<file path="src/rtl/memory_game_core_np.sv">
// Parametrised N-card, N-player memory game controller.
// Optional macro MEMGAME_TIMEOUT_PENALTY_EN: a turn timeout also costs one pair.
module memory_game_core_np #(
    parameter int NUM_CARDS           = 16,
    parameter int NUM_PLAYERS         = 2,
    parameter int ID_W                = 5,
    parameter int TICKS_PER_TURN      = 300,
    parameter int MISMATCH_HOLD_TICKS = 2,
    localparam int IDX_W = $clog2(NUM_CARDS),
    localparam int PL_W  = (NUM_PLAYERS > 2) ? $clog2(NUM_PLAYERS) : 1,
    localparam int SC_W  = $clog2(NUM_CARDS / 2 + 1),
    localparam int T_W   = $clog2(TICKS_PER_TURN + 1)
) (
    input  logic                        clk,
    input  logic                        rst_n,
    input  logic                        tick_i,
    input  logic                        start_btn,
    input  logic                        click_e,
    input  logic [IDX_W-1:0]            sel_idx,
    input  logic [NUM_CARDS*ID_W-1:0]   card_id_flat,
    output logic [NUM_CARDS-1:0]        card_faceup_o,
    output logic [NUM_CARDS-1:0]        card_removed_o,
    output logic [PL_W-1:0]             current_player_o,
    output logic [NUM_PLAYERS*SC_W-1:0] pairs_flat_o,
    output logic [T_W-1:0]              time_left_o,
    output logic                        show_winner_o,
    output logic [PL_W-1:0]             winner_o,
    output logic                        tie_o
);

`ifdef MEMGAME_TIMEOUT_PENALTY_EN
    localparam bit PENALTY = 1'b1;
`else
    localparam bit PENALTY = 1'b0;
`endif

    localparam int H_W = (MISMATCH_HOLD_TICKS > 0) ? $clog2(MISMATCH_HOLD_TICKS + 1) : 1;

    localparam logic [IDX_W:0]  NC_L    = (IDX_W + 1)'(NUM_CARDS);
    localparam logic [T_W-1:0]  T_MAX   = T_W'(TICKS_PER_TURN);
    localparam logic [T_W-1:0]  T_ONE   = T_W'(1);
    localparam logic [H_W-1:0]  H_INIT  = H_W'(MISMATCH_HOLD_TICKS);
    localparam logic [H_W-1:0]  H_ONE   = H_W'(1);
    localparam logic [SC_W-1:0] SC_MAX  = SC_W'(NUM_CARDS / 2);
    localparam logic [PL_W-1:0] PL_LAST = PL_W'(NUM_PLAYERS - 1);

    typedef enum logic [2:0] {
        S_IDLE,
        S_PICK1,
        S_PICK2,
        S_COMPARE,
        S_HOLD,
        S_OVER
    } state_e;

    state_e                             state_q, state_d;
    logic [NUM_CARDS-1:0][ID_W-1:0]     ids_q, ids_d;
    logic [NUM_CARDS-1:0]               faceup_q, faceup_d;
    logic [NUM_CARDS-1:0]               removed_q, removed_d;
    logic [NUM_PLAYERS-1:0][SC_W-1:0]   score_q, score_d;
    logic [PL_W-1:0]                    player_q, player_d;
    logic [T_W-1:0]                     time_q, time_d;
    logic [H_W-1:0]                     hold_q, hold_d;
    logic [IDX_W-1:0]                   a_q, a_d;
    logic [IDX_W-1:0]                   b_q, b_d;
    logic                               show_q, show_d;
    logic [PL_W-1:0]                    winner_q, winner_d;
    logic                               tie_q, tie_d;

    logic                               valid_click;
    logic [PL_W-1:0]                    next_player;
    logic [SC_W-1:0]                    best_c;
    logic [PL_W-1:0]                    win_c;
    logic [2:0]                         cnt_c;
    logic                               tie_c;

    // A click counts only on an in-range card that is still hidden and in play.
    always_comb begin
        valid_click = 1'b0;
        if (click_e && ({1'b0, sel_idx} < NC_L)) begin
            valid_click = !removed_q[sel_idx] && !faceup_q[sel_idx];
        end
    end

    assign next_player = (player_q == PL_LAST) ? '0 : player_q + 1'b1;

    // Leader search: strict compare keeps the lowest index among equals.
    always_comb begin
        best_c = '0;
        win_c  = '0;
        cnt_c  = '0;
        for (int p = 0; p < NUM_PLAYERS; p++) begin
            if (score_q[p] > best_c) begin
                best_c = score_q[p];
                win_c  = PL_W'(p);
            end
        end
        for (int p = 0; p < NUM_PLAYERS; p++) begin
            if (score_q[p] == best_c) begin
                cnt_c = cnt_c + 3'd1;
            end
        end
        tie_c = (cnt_c > 3'd1);
    end

    // Next-state and datapath updates for the game sequencer.
    always_comb begin
        state_d   = state_q;
        ids_d     = ids_q;
        faceup_d  = faceup_q;
        removed_d = removed_q;
        score_d   = score_q;
        player_d  = player_q;
        time_d    = time_q;
        hold_d    = hold_q;
        a_d       = a_q;
        b_d       = b_q;
        show_d    = show_q;
        winner_d  = winner_q;
        tie_d     = tie_q;

        unique case (state_q)
            S_IDLE, S_OVER: begin
                if (start_btn) begin
                    ids_d     = card_id_flat;
                    faceup_d  = '0;
                    removed_d = '0;
                    score_d   = '0;
                    show_d    = 1'b0;
                    winner_d  = '0;
                    tie_d     = 1'b0;
                    player_d  = '0;
                    time_d    = T_MAX;
                    state_d   = S_PICK1;
                end else if (state_q == S_OVER) begin
                    show_d   = 1'b1;
                    winner_d = win_c;
                    tie_d    = tie_c;
                end
            end

            S_PICK1, S_PICK2: begin
                if (valid_click) begin
                    faceup_d[sel_idx] = 1'b1;
                    if (state_q == S_PICK1) begin
                        a_d     = sel_idx;
                        state_d = S_PICK2;
                    end else begin
                        b_d     = sel_idx;
                        state_d = S_COMPARE;
                    end
                end
                if (tick_i) begin
                    if (time_q > T_ONE) begin
                        time_d = time_q - T_ONE;
                    end else if (!valid_click) begin
                        faceup_d = '0;
                        player_d = next_player;
                        time_d   = T_MAX;
                        state_d  = S_PICK1;
                        if (PENALTY && score_q[player_q] != '0) begin
                            score_d[player_q] = score_q[player_q] - 1'b1;
                        end
                    end
                end
            end

            S_COMPARE: begin
                if (ids_q[a_q] == ids_q[b_q]) begin
                    removed_d[a_q] = 1'b1;
                    removed_d[b_q] = 1'b1;
                    faceup_d[a_q]  = 1'b0;
                    faceup_d[b_q]  = 1'b0;
                    if (score_q[player_q] < SC_MAX) begin
                        score_d[player_q] = score_q[player_q] + 1'b1;
                    end
                    time_d  = T_MAX;
                    state_d = (&removed_d) ? S_OVER : S_PICK1;
                end else begin
                    hold_d  = H_INIT;
                    state_d = S_HOLD;
                end
            end

            S_HOLD: begin
                if (hold_q == '0 || (tick_i && hold_q == H_ONE)) begin
                    faceup_d[a_q] = 1'b0;
                    faceup_d[b_q] = 1'b0;
                    player_d      = next_player;
                    time_d        = T_MAX;
                    state_d       = S_PICK1;
                end else if (tick_i) begin
                    hold_d = hold_q - H_ONE;
                end
            end

            default: begin
                state_d = S_IDLE;
            end
        endcase
    end

    // State and datapath registers.
    always_ff @(posedge clk or negedge rst_n) begin
        if (!rst_n) begin
            state_q   <= S_IDLE;
            ids_q     <= '0;
            faceup_q  <= '0;
            removed_q <= '0;
            score_q   <= '0;
            player_q  <= '0;
            time_q    <= T_MAX;
            hold_q    <= '0;
            a_q       <= '0;
            b_q       <= '0;
            show_q    <= 1'b0;
            winner_q  <= '0;
            tie_q     <= 1'b0;
        end else begin
            state_q   <= state_d;
            ids_q     <= ids_d;
            faceup_q  <= faceup_d;
            removed_q <= removed_d;
            score_q   <= score_d;
            player_q  <= player_d;
            time_q    <= time_d;
            hold_q    <= hold_d;
            a_q       <= a_d;
            b_q       <= b_d;
            show_q    <= show_d;
            winner_q  <= winner_d;
            tie_q     <= tie_d;
        end
    end

    assign card_faceup_o    = faceup_q;
    assign card_removed_o   = removed_q;
    assign current_player_o = player_q;
    assign pairs_flat_o     = score_q;
    assign time_left_o      = time_q;
    assign show_winner_o    = show_q;
    assign winner_o         = winner_q;
    assign tie_o            = tie_q;

endmodule

</file>
<file path="config.mk">
export PLATFORM = sky130hd
export DESIGN_NAME = memory_game_core_np
export DESIGN_NICKNAME = d
export VERILOG_FILES = /design/src/rtl/memory_game_core_np.sv
export SDC_FILE = /design/constraint.sdc
export NUM_CORES = 1
export LEC_CHECK = 0
export BUFFER_PORTS_ARGS = -buffer_cell sky130_fd_sc_hd__buf_4
export CORE_AREA = 3 3 127 129
export DETAILED_ROUTE_END_ITERATION = 10
export DIE_AREA = 0 0 130 132
export GPL_TIMING_DRIVEN = 0
export PLACE_DENSITY_LB_ADDON = 0.2
export REMOVE_ABC_BUFFERS = 1
export SYNTH_ARGS = -nofsm -noshare
export SYNTH_HDL_FRONTEND = slang
export SYNTH_SLANG_ARGS = --single-unit
export TNS_END_PERCENT = 20
</file>
<file path="constraint.sdc">
create_clock -name clk -period 7.7 [get_ports clk]
set_clock_uncertainty 0.15 [all_clocks]
set_input_delay 2.31 -clock clk [delete_from_list [all_inputs] [get_ports clk]]
set_output_delay 2.31 -clock clk [all_outputs]
set_load 0.02 [all_outputs]
</file>
Word-level counts from Yosys, hierarchy flattened --
Cells that the tools add are included.
Operators by class: add/sub/neg operators 5, $lt $le $gt $ge 13, equality and inequality tests 20, muxes and demuxes 73, bitwise logic cells 8, reductions and logical operators 30
Operator list (number):
- 16-bit 2-to-1 mux | 8
- 16-bit one-hot mux with 4 select lines | 1
- 9-bit 2-to-1 mux | 6
- 16-bit bitwise OR | 3
- 5-bit binary-select mux with 4-bit select | 2
- 9-bit one-hot mux with 4 select lines | 1
- 16-bit AND | 2
- 16-bit NOT | 2
- 16-bit one-hot mux with 2 select lines | 1
- 3-bit 2-to-1 mux | 9
- 8-bit 2-to-1 mux | 3
- 1-bit 2-to-1 mux | 21
- 4-bit 2-to-1 mux | 5
- 2-bit inequality test, second input constant | 10
- 8-bit one-hot mux with 2 select lines | 1
- 16-bit AND reduction | 1
- 4-bit by 5-bit < comparator with 1-bit output, second input constant | 3
- 1-bit demux with 4-bit select | 3
- 4-bit by 1-bit >= comparator with 1-bit output, second input constant | 3
- 3-bit one-hot mux with 4 select lines | 1
- 4-bit AND reduction | 3
- 6-bit AND reduction | 2
- 5-bit 2-to-1 mux | 2
- 9-bit by 1-bit > comparator with 1-bit output, second input constant | 1
- 36 further kinds | 55
Storage, ports and cells: bits in registers 146, input port bits 89, output and inout port bits 53

Logic depth before layout (Yosys ltp) --
Gate-level depths: netlist (run 1).
word-level depth 11, mapped depth 11, gate-level depth less buffers 9

Least setup slack after synthesis (run 1) --
Ideal clock, no wire load.
path type input port to flip-flop, start point input sel_idx[1], end point register time_q[1] (netlist: time_left_o[1]), library setup time 0.125 ns, arrival time 4.197 ns, required time 7.425 ns, slack 3.228 ns, stages on the path 10, buffers on the path 2, path through clkbuf_1 nor2b_1 nand2_1 o2111a_1 nor3_1 nand2_1 a21oi_1 a211o_1 buf_6 mux2_4
Between the ends: longest elaborated chain between the ends 7, elaborated cells on any way between the ends 10, classes of those cells 1 x eq/ne; 5 x mux; 4 x reduce/logical
RTL lines:
- start: declaration | line 19 | input logic [IDX_W-1:0] sel_idx,
- 1-bit binary-select mux with 4-bit select | line 81 | valid_click = !removed_q[sel_idx] && !faceup_q[sel_idx];
- 1-bit 2-to-1 mux (implied by the code) | line 81
- 1-bit zero test | line 81
- 1-bit logical AND (*) | line 81
- 1-bit 2-to-1 mux (*) | line 80 | if (click_e && ({1'b0, sel_idx} < NC_L)) begin
- 3-bit inequality test (no line) (*)
- 6-bit AND reduction (no line) (*)
- end signal: assignment | line 226 | time_q <= time_d;
- end: declaration | line 62 | logic [T_W-1:0] time_q, time_d;
Mark *: on every way between the ends. The rest lies on a longest branch, timed or not. The select of a mux whose other input is x is not followed. A chain may end at the register's enable or synchronous reset.

Worst setup path in the final report (run 1) --
start point input sel_idx[1], end point register faceup_q[15] (netlist: card_faceup_o[15])
Between the ends: longest elaborated chain between the ends 10, elaborated cells on any way between the ends 19, classes of those cells 2 x order compare; 12 x mux; 1 x bitwise; 4 x reduce/logical
RTL lines:
- 4-bit by 5-bit < comparator with 1-bit output (implied by the code), or another cell as far along | line 144 | faceup_d[sel_idx] = 1'b1;
- 1-bit logical AND (implied by the code) or 1-bit 2-to-1 mux (tied branches) | line 144, 81
- 1-bit 2-to-1 mux (implied by the code) or 1-bit zero test (tied branches) | line 144, 81
- 1-bit demux with 4-bit select or 1-bit logical AND (tied branches) | line 144, 81
- 16-bit bitwise OR (no line) or 1-bit 2-to-1 mux (tied branches)
- 16-bit 2-to-1 mux | line 143 | if (valid_click) begin
- 16-bit 2-to-1 mux | line 156 | end else if (!valid_click) begin
- 16-bit 2-to-1 mux | line 154 | if (time_q > T_ONE) begin
- 16-bit 2-to-1 mux (*) | line 153 | if (tick_i) begin
- 16-bit one-hot mux with 4 select lines (*) | line 122 | unique case (state_q)
- end signal: assignment | line 222 | faceup_q <= faceup_d;
- end: declaration | line 58 | logic [NUM_CARDS-1:0] faceup_q, faceup_d;
Marked as above.

==> results of run 1 <==
layout make-up:
type                            instances  area (sq um)  area share
Sequential cell                       146          3661      0.3702
Clock inverter                          8         102.6     0.01037
Multi-Input combinational cell        611          4043      0.4088
Clock buffer                           24         491.7     0.04972
Tap cell                              188         235.2     0.02379
Inverter                               39         146.4     0.01480
Timing Repair Buffer                  149          1210      0.1223
synth_stat cells (6+ instances only):
master | n | area share
a22oi_1 | 26 | 0.024
clkbuf_1 | 48 | 0.022
o32ai_1 | 7 | 0.0076
a22o_1 | 16 | 0.017
dfrtp_1 | 142 | 0.44
nor3_1 | 9 | 0.0056
xor2_1 | 7 | 0.0076
nor2_1 | 33 | 0.015
o21ai_0 | 11 | 0.0068
mux2_2 | 11 | 0.015
nor2b_1 | 12 | 0.0093
nand3_1 | 13 | 0.0081
a21oi_1 | 31 | 0.019
nand2b_1 | 10 | 0.0077
a32o_1 | 6 | 0.0074
inv_1 | 39 | 0.018
a31oi_1 | 16 | 0.012
o22ai_1 | 8 | 0.0062
ha_1 | 9 | 0.014
nand2_1 | 277 | 0.13
or3_1 | 6 | 0.0046
mux4_2 | 44 | 0.12
worst paths after layout:
kind                                            from                            end  slack (ns)
max in group asynchronous                      rst_n   card_faceup_o[2]$_DFFE_PN0P_        4.78
min in group asynchronous                      rst_n     time_left_o[4]$_DFFE_PN0P_        1.79
max reg2reg                       a_q[1]$_DFFE_PN0P_  card_faceup_o[15]$_DFFE_PN0P_        3.01
max                                       sel_idx[1]  card_faceup_o[15]$_DFFE_PN0P_        2.40
min                        show_winner_o$_DFFE_PN0P_      show_winner_o$_DFFE_PN0P_        0.33
min reg2reg                show_winner_o$_DFFE_PN0P_      show_winner_o$_DFFE_PN0P_        0.33
metal layers:
layer | track usage | vias to the layer above | wire (um)
li1 | - | 3231 | -
met1 | 0.3466 | 3300 | 9111
met2 | 0.3957 | 291 | 10070
met3 | 0.05470 | 33 | 1434
met4 | 0.06928 | 0 | 401
met5 | 0 | - | 0
cell families after synthesis:
logic type	after synthesis
AO/OA/AOI/OAI	154
multiplexers	57
buffers and inverters	97
XOR/XNOR	9
adder cells (fa/ha/maj)	9
AND/OR/NAND/NOR	382
flip-flops	146
flip-flops by register name, summed over array words and instances, names as in the netlist:
name              count
ids_q                80
card_faceup_o        16
card_removed_o       16
time_left_o           9
pairs_flat_o          8
a_q                   4
b_q                   4
state_q               3
hold_q                2
current_player_o      1
show_winner_o         1
tie_o                 1
winner_o              1
critical path: stages:
cell,delay [ns]
buf_4,0.18
mux4_2,0.53
o221ai_1,0.38
nor3_1,0.21
nor2_1,0.30
o21ai_0,0.19
a21oi_1,0.98
o221ai_1,0.30
report_power, final:
part           switching, mW  internal [mW]  total (mW)
clock network          0.319          0.512       0.830
registers              0.406           1.07        1.47
logic                   1.04          0.897        1.93
metrics by stage:
| stage | total power [mW] | utilization |
|---|---|---|
| 2_1_floorplan | 2.733 | - |
| 3_3_place_gp | 3.324 | 0.6031 |
| 3_5_place_dp | 3.407 | 0.6137 |
| 4_1_cts | 4.252 | 0.6530 |
| 5_1_grt | 4.513 | 0.6530 |
| 6_report | 4.236 | 0.6530 |
==> reports/results.ini, run 1 <==
[yosys]
yosysUniqueCellTypes=60
synth_fa_ha_area_frac=0.01394
synth_edf_count=0
ys_warn_count=0
synth-simple-area-share=0.1988
syn_inst=854
seq_area_frac_synth=0.4528
synth-seq-cells=146
synthXorXnorAreaFrac=0.009755
syn_area_per_cell_sq_um=9.462
netlist_area_sq_um=8080
synth.area.mux_share=0.1411
synth_top_family_by_area=simple AND/OR/NAND/NOR gates
ys.flop_type=dfrtp_1
synth_compound_area_frac=0.1358
ys_async_sr_fraction=1.000

[placed_design]
post_dp_cell_area_sq_um=9295
hpwl_um=14600
gp_congestion=0.9285
portBuffers=141
pre_cts_slack_ns=2.084
dp.cells=1133

[timing]
clock.fmax_mhz=188.6
fin_tns_setup_ns=0
timing.hold.ws_ns=0.3259
hold_viol=0
setup_ws_ns=2.399
worst_slew_pin_slew_ns=1.279
rsz0062_at_grt=no
relSlewSlack=0.1476
post-route-min-period_ns=5.301
finalCritPeriodShare=0.6885
setup_viol=0
maxSlewViolCount=0

[setup_path]
cp-start-kind=input pin
arrival_ns=5.38
worstSetupPathType=input pin to flop
required_ns=7.77
path_max_fanout=15
cp-end-kind=flop
rr_worst_depth=7

[routing]
dr.pass1.iters=5
first_iter_violations=633
vias=6855
vias_per_cell=5.884
wl_per_cell_um=18.04
antenna_left=0
drc=0
wl_um=21020

[hold_path]
hold_path_class=flop to flop
whs_path_depth=1

[floorplanning]
die_height_um=132
rows=45
initial_core_util=0.5335
design.die.area_sq_um=17160
coreArea_sq_um=15150
die_w_um=130
io_pins=142

[cts]
cts_setup_buffers=0
cts.clk_slew.worst_paths_ns=0.06
hold_buffers=0
cts_buffers=17
cts.sink_count=146
cts_resized=0
clk-insertion-delay-late_ns=0.42
cts_htree_levels=4
cts_tree=built
clk_path_buf_depth=2
cts_root_buffer=clkbuf_16

[power]
peakVddDrop_mv=0.1946
p_leak_nw=4.791
power_density_nw_per_um2=428.3

[cells_and_area]
fin_cells=1165
mostFrequentLayoutCell=nand2_1
syn_to_final_growth_pct=22.39
drive_gt1_frac=0.2508
diodes=0
fill_cells=1258
nets=1062
fin_area_sq_um=9889
final_cell_mix=nand2_1, buf_4, dfrtp_1, mux4_2, inv_1

[run_status]
status=finished clean

[global_routing]
grt_max_degree=79
grt_usage=0.2489
grt_pass1_wl_um=33800
overflow=0
grt_pass1_vias=6589
antenna_found_initial=0

[job]
drv_cap=0

No activity file was read; power rests on OpenSTA's default activity.
==> inputs of run 2 (changes only) <==
--- a/config.mk
+++ b/config.mk
@@ -5,10 +5,11 @@
 export SDC_FILE = /design/constraint.sdc
 export NUM_CORES = 1
 export LEC_CHECK = 0
+export ABC_AREA = 1
 export BUFFER_PORTS_ARGS = -buffer_cell sky130_fd_sc_hd__buf_4
-export CORE_AREA = 3 3 127 129
+export CORE_AREA = 3 3 137 139
 export DETAILED_ROUTE_END_ITERATION = 10
-export DIE_AREA = 0 0 130 132
+export DIE_AREA = 0 0 140 142
 export GPL_TIMING_DRIVEN = 0
 export PLACE_DENSITY_LB_ADDON = 0.2
 export REMOVE_ABC_BUFFERS = 1
==> constraint.sdc (replaced) <==
create_clock -name clk -period 4.59 [get_ports clk]
set_clock_uncertainty 0.15 [all_clocks]
set_input_delay 1.377 -clock clk [delete_from_list [all_inputs] [get_ports clk]]
set_output_delay 1.377 -clock clk [all_outputs]
set_load 0.02 [all_outputs]
==> run 2 against run 1 <==
Non-clock buffer count down 4. Flip-flop and latch count is the same. Critical endpoint is now card_faceup_o[7]$_DFFE_PN0P_. Largest power group unchanged. Register-to-register slack lost 2.8 ns. Final cell count is 52% higher. Combinational power grew 100%. Worst setup slack got worse by 2.2 ns. Area after synthesis is 13% higher. Sequential power up 66%. Clock power grew 76%. Via count rose by 39%. Worst hold slack better by 0.0065 ns. Critical path depth is 7 higher.
==> reports/results.ini, run 2 <==
[yosys]
yosysMostFrequentCell=nand2_1
netlist_area_sq_um=9134
synth_area_leaders=dfrtp_1, nand2_1, o21ai_0
yosys.area.top_type=dfrtp_1
ys_warn_count=0
ys.flop_type=dfrtp_1
yosys.area.top_type_share=0.3890
synth-seq-cells=146
syn_area_per_cell_sq_um=6.423
yosysUniqueCellTypes=35
synth_edf_count=0
yosys-top-cells-count=nand2_1, dfrtp_1, inv_1
ys_async_sr_fraction=1.000
syn_inst=1422
seq_area_frac_synth=0.4005

[power]
power_density_nw_per_um2=712.9
p_comb_frac=0.498
power.switching_mw=3.795
peakVddDrop_mv=0.3766
seqPwrFrac=0.315
p_int_mw=3.967
power_switching_share=0.4890
clkPwrFrac=0.188
p_leak_nw=5.988

[routing]
first_iter_violations=834
dr.pass1.iters=6
vias_per_cell=5.362
wl_um=26350
vias=9501
drc=0
wl_per_cell_um=14.87
antenna_left=0

[cells_and_area]
top_register=ids_q
mostFrequentLayoutCell=nand2_1
final_core_util=0.6124
drive_gt1_frac=0.1309
final_cell_mix=nand2_1, buf_4, dfrtp_1, inv_1, o21ai_0
syn_to_final_growth_pct=19.21
diodes=0
nets=1628
largest_reg_flops=80
fill_cells=1712

[setup_path]
cp-end-kind=flop
crit_path_cell_trace=inv_2, nor2_1, a21oi_1, nand2_1, nand2_1, nand2_1, inv_1, nand2_1, nand2_1, nand2_1, nand2_1, nor2_4, nor2_4, nor2_2, o21ai_1
critPathMaxStageDelay_ns=0.98
worstSetupPathType=flop to flop
critPathSlowestCell=dfrtp_1
required_ns=4.71
startpoint=a_q[1]$_DFFE_PN0P_
cp-start-kind=flop
r2r-start=a_q[1]$_DFFE_PN0P_
cp_common_cell=nand2_1
arrival_ns=4.47
path_max_fanout=23

[cts]
cts_setup_buffers=0
cts_buffers=17
cts_root_buffer=clkbuf_16
hold_buffers=0
cts_tree=built
cts_htree_levels=4
cts.clk_slew.worst_paths_ns=0.06
clk-insertion-delay-late_ns=0.43
cts.sink_count=146
clk_path_buf_depth=2

[timing]
relSlewSlack=0.2884
hold_viol=0
worst_slew_pin_slew_ns=1.066
post-route-min-period_ns=4.345
maxSlewViolCount=0
finalCritPeriodShare=0.9466
setup_viol=0
rsz0062_at_grt=no
fin_tns_setup_ns=0
clock.fmax_mhz=230.2

[placed_design]
portBuffers=141
hpwl_um=17380
gp_congestion=0.8905

[floorplanning]
design.die.area_sq_um=19880
die_w_um=140
io_pins=142
coreArea_sq_um=17780
die_height_um=142
initial_core_util=0.5137
rows=49

[global_routing]
overflow=0
grt_max_degree=89
grt_pass1_wl_um=43030
antenna_found_initial=0
grt_usage=0.2648
grt_pass1_vias=9003

[hold_path]
hold_path_class=flop to flop
hold_start=show_winner_o$_DFFE_PN0P_

[job]
drv_cap=0

[run_status]
status=finished clean

-- run 2: cell families (layout without fill, tap and decap cells) --
kind of cell | Yosys count | count (layout) | share of synthesized area
adders and majority gates | 9 | 9 | 0.01233
and+or+nand+nor | 937 | 938 | 0.4100
AOI/OAI and AO/OA | 137 | 137 | 0.07712
muxes | 2 | 2 | 0.002466
xor gates and xnor gates | 13 | 13 | 0.01247
buffers and inverters | 178 | 298 | 0.08507
DFF | 146 | 146 | 0.4005
-- run 2: metal layers --
metal | part of all wire | track usage | vias up
li1 | - | - | 4650
met3 | 0.081 | 0.05141 | 72
met2 | 0.47 | 0.4378 | 410
met1 | 0.43 | 0.3513 | 4369
met4 | 0.025 | 0.09332 | 0
met5 | 0 | 0 | -
-- run 2: area by class of cell --
class,count,area (sq um),share of cell area
multi-input cells,1099,4717,0.4332
clock buffers,23,488.0,0.04482
repair inverters,1,5.005,0.0004597
flip-flops and latches,146,3662,0.3364
well taps,229,286.5,0.02632
repair buffers,145,1141,0.1048
clock inverters,9,127.6,0.01172
inverters,120,460.4,0.04229
-- run 2: per-stage QoR --
step           cells  hold WS [ns]  power, mW  area [sq um]  setup slack, ns
2_1_floorplan   1364        0.3141      4.960          8812           -2.785
3_3_place_gp    1734        0.3159      6.122         10160           -5.340
3_5_place_dp    1738        0.3185      6.195         10260          -0.1477
4_1_cts         1771        0.3354      7.725         10880           0.1070
5_1_grt         1772        0.3500      8.436         10890          0.03626
6_report        1772        0.3324      7.762         10890           0.2453
-- run 2: path summary, 6_finish.rpt --
| kind | slack (ns) | to | cells after the start |
|---|---|---|---|
| worst max register to register | 0.25 | card_faceup_o[7]$_DFFE_PN0P_ | 15 |
| min in group asynchronous | 0.77 | card_faceup_o[0]$_DFFE_PN0P_ | 1 |
| max in group asynchronous | 2.67 | state_q[0]$_DFFE_PN0P_ | 2 |
| worst min register to register | 0.33 | show_winner_o$_DFFE_PN0P_ | 2 |
| worst min-delay path | 0.33 | show_winner_o$_DFFE_PN0P_ | 2 |
| worst max-delay path | 0.25 | card_faceup_o[7]$_DFFE_PN0P_ | 15 |
-- run 2: power by group through the flow --
stage / clock (mW) / sequential, mW / combinational (mW)
6_report: 1.46 / 2.44 / 3.86
3_5_place_dp: 0 / 2.44 / 3.75
2_1_floorplan: 0 / 2.40 / 2.56
4_1_cts: 1.47 / 2.43 / 3.83
5_1_grt: 1.52 / 2.53 / 4.39
3_3_place_gp: 0 / 2.43 / 3.69
-- run 2: worst max-delay path, delay by kind of cell, from the launching register on --
family	cells	cell delay [ns]
flip-flops	1	0.98
buffers and inverters	2	0.49
AO/OA/AOI/OAI	2	0.28
AND/OR/NAND/NOR	11	2.26
-- run 2: timing repair --
item                                    4_1_cts  5_1_grt
pin swaps                                     1        0
endpoints found under the setup margin        9       25
gates cloned                                  1        1
resized for setup                             0        2
endpoints found under the hold margin         0        0
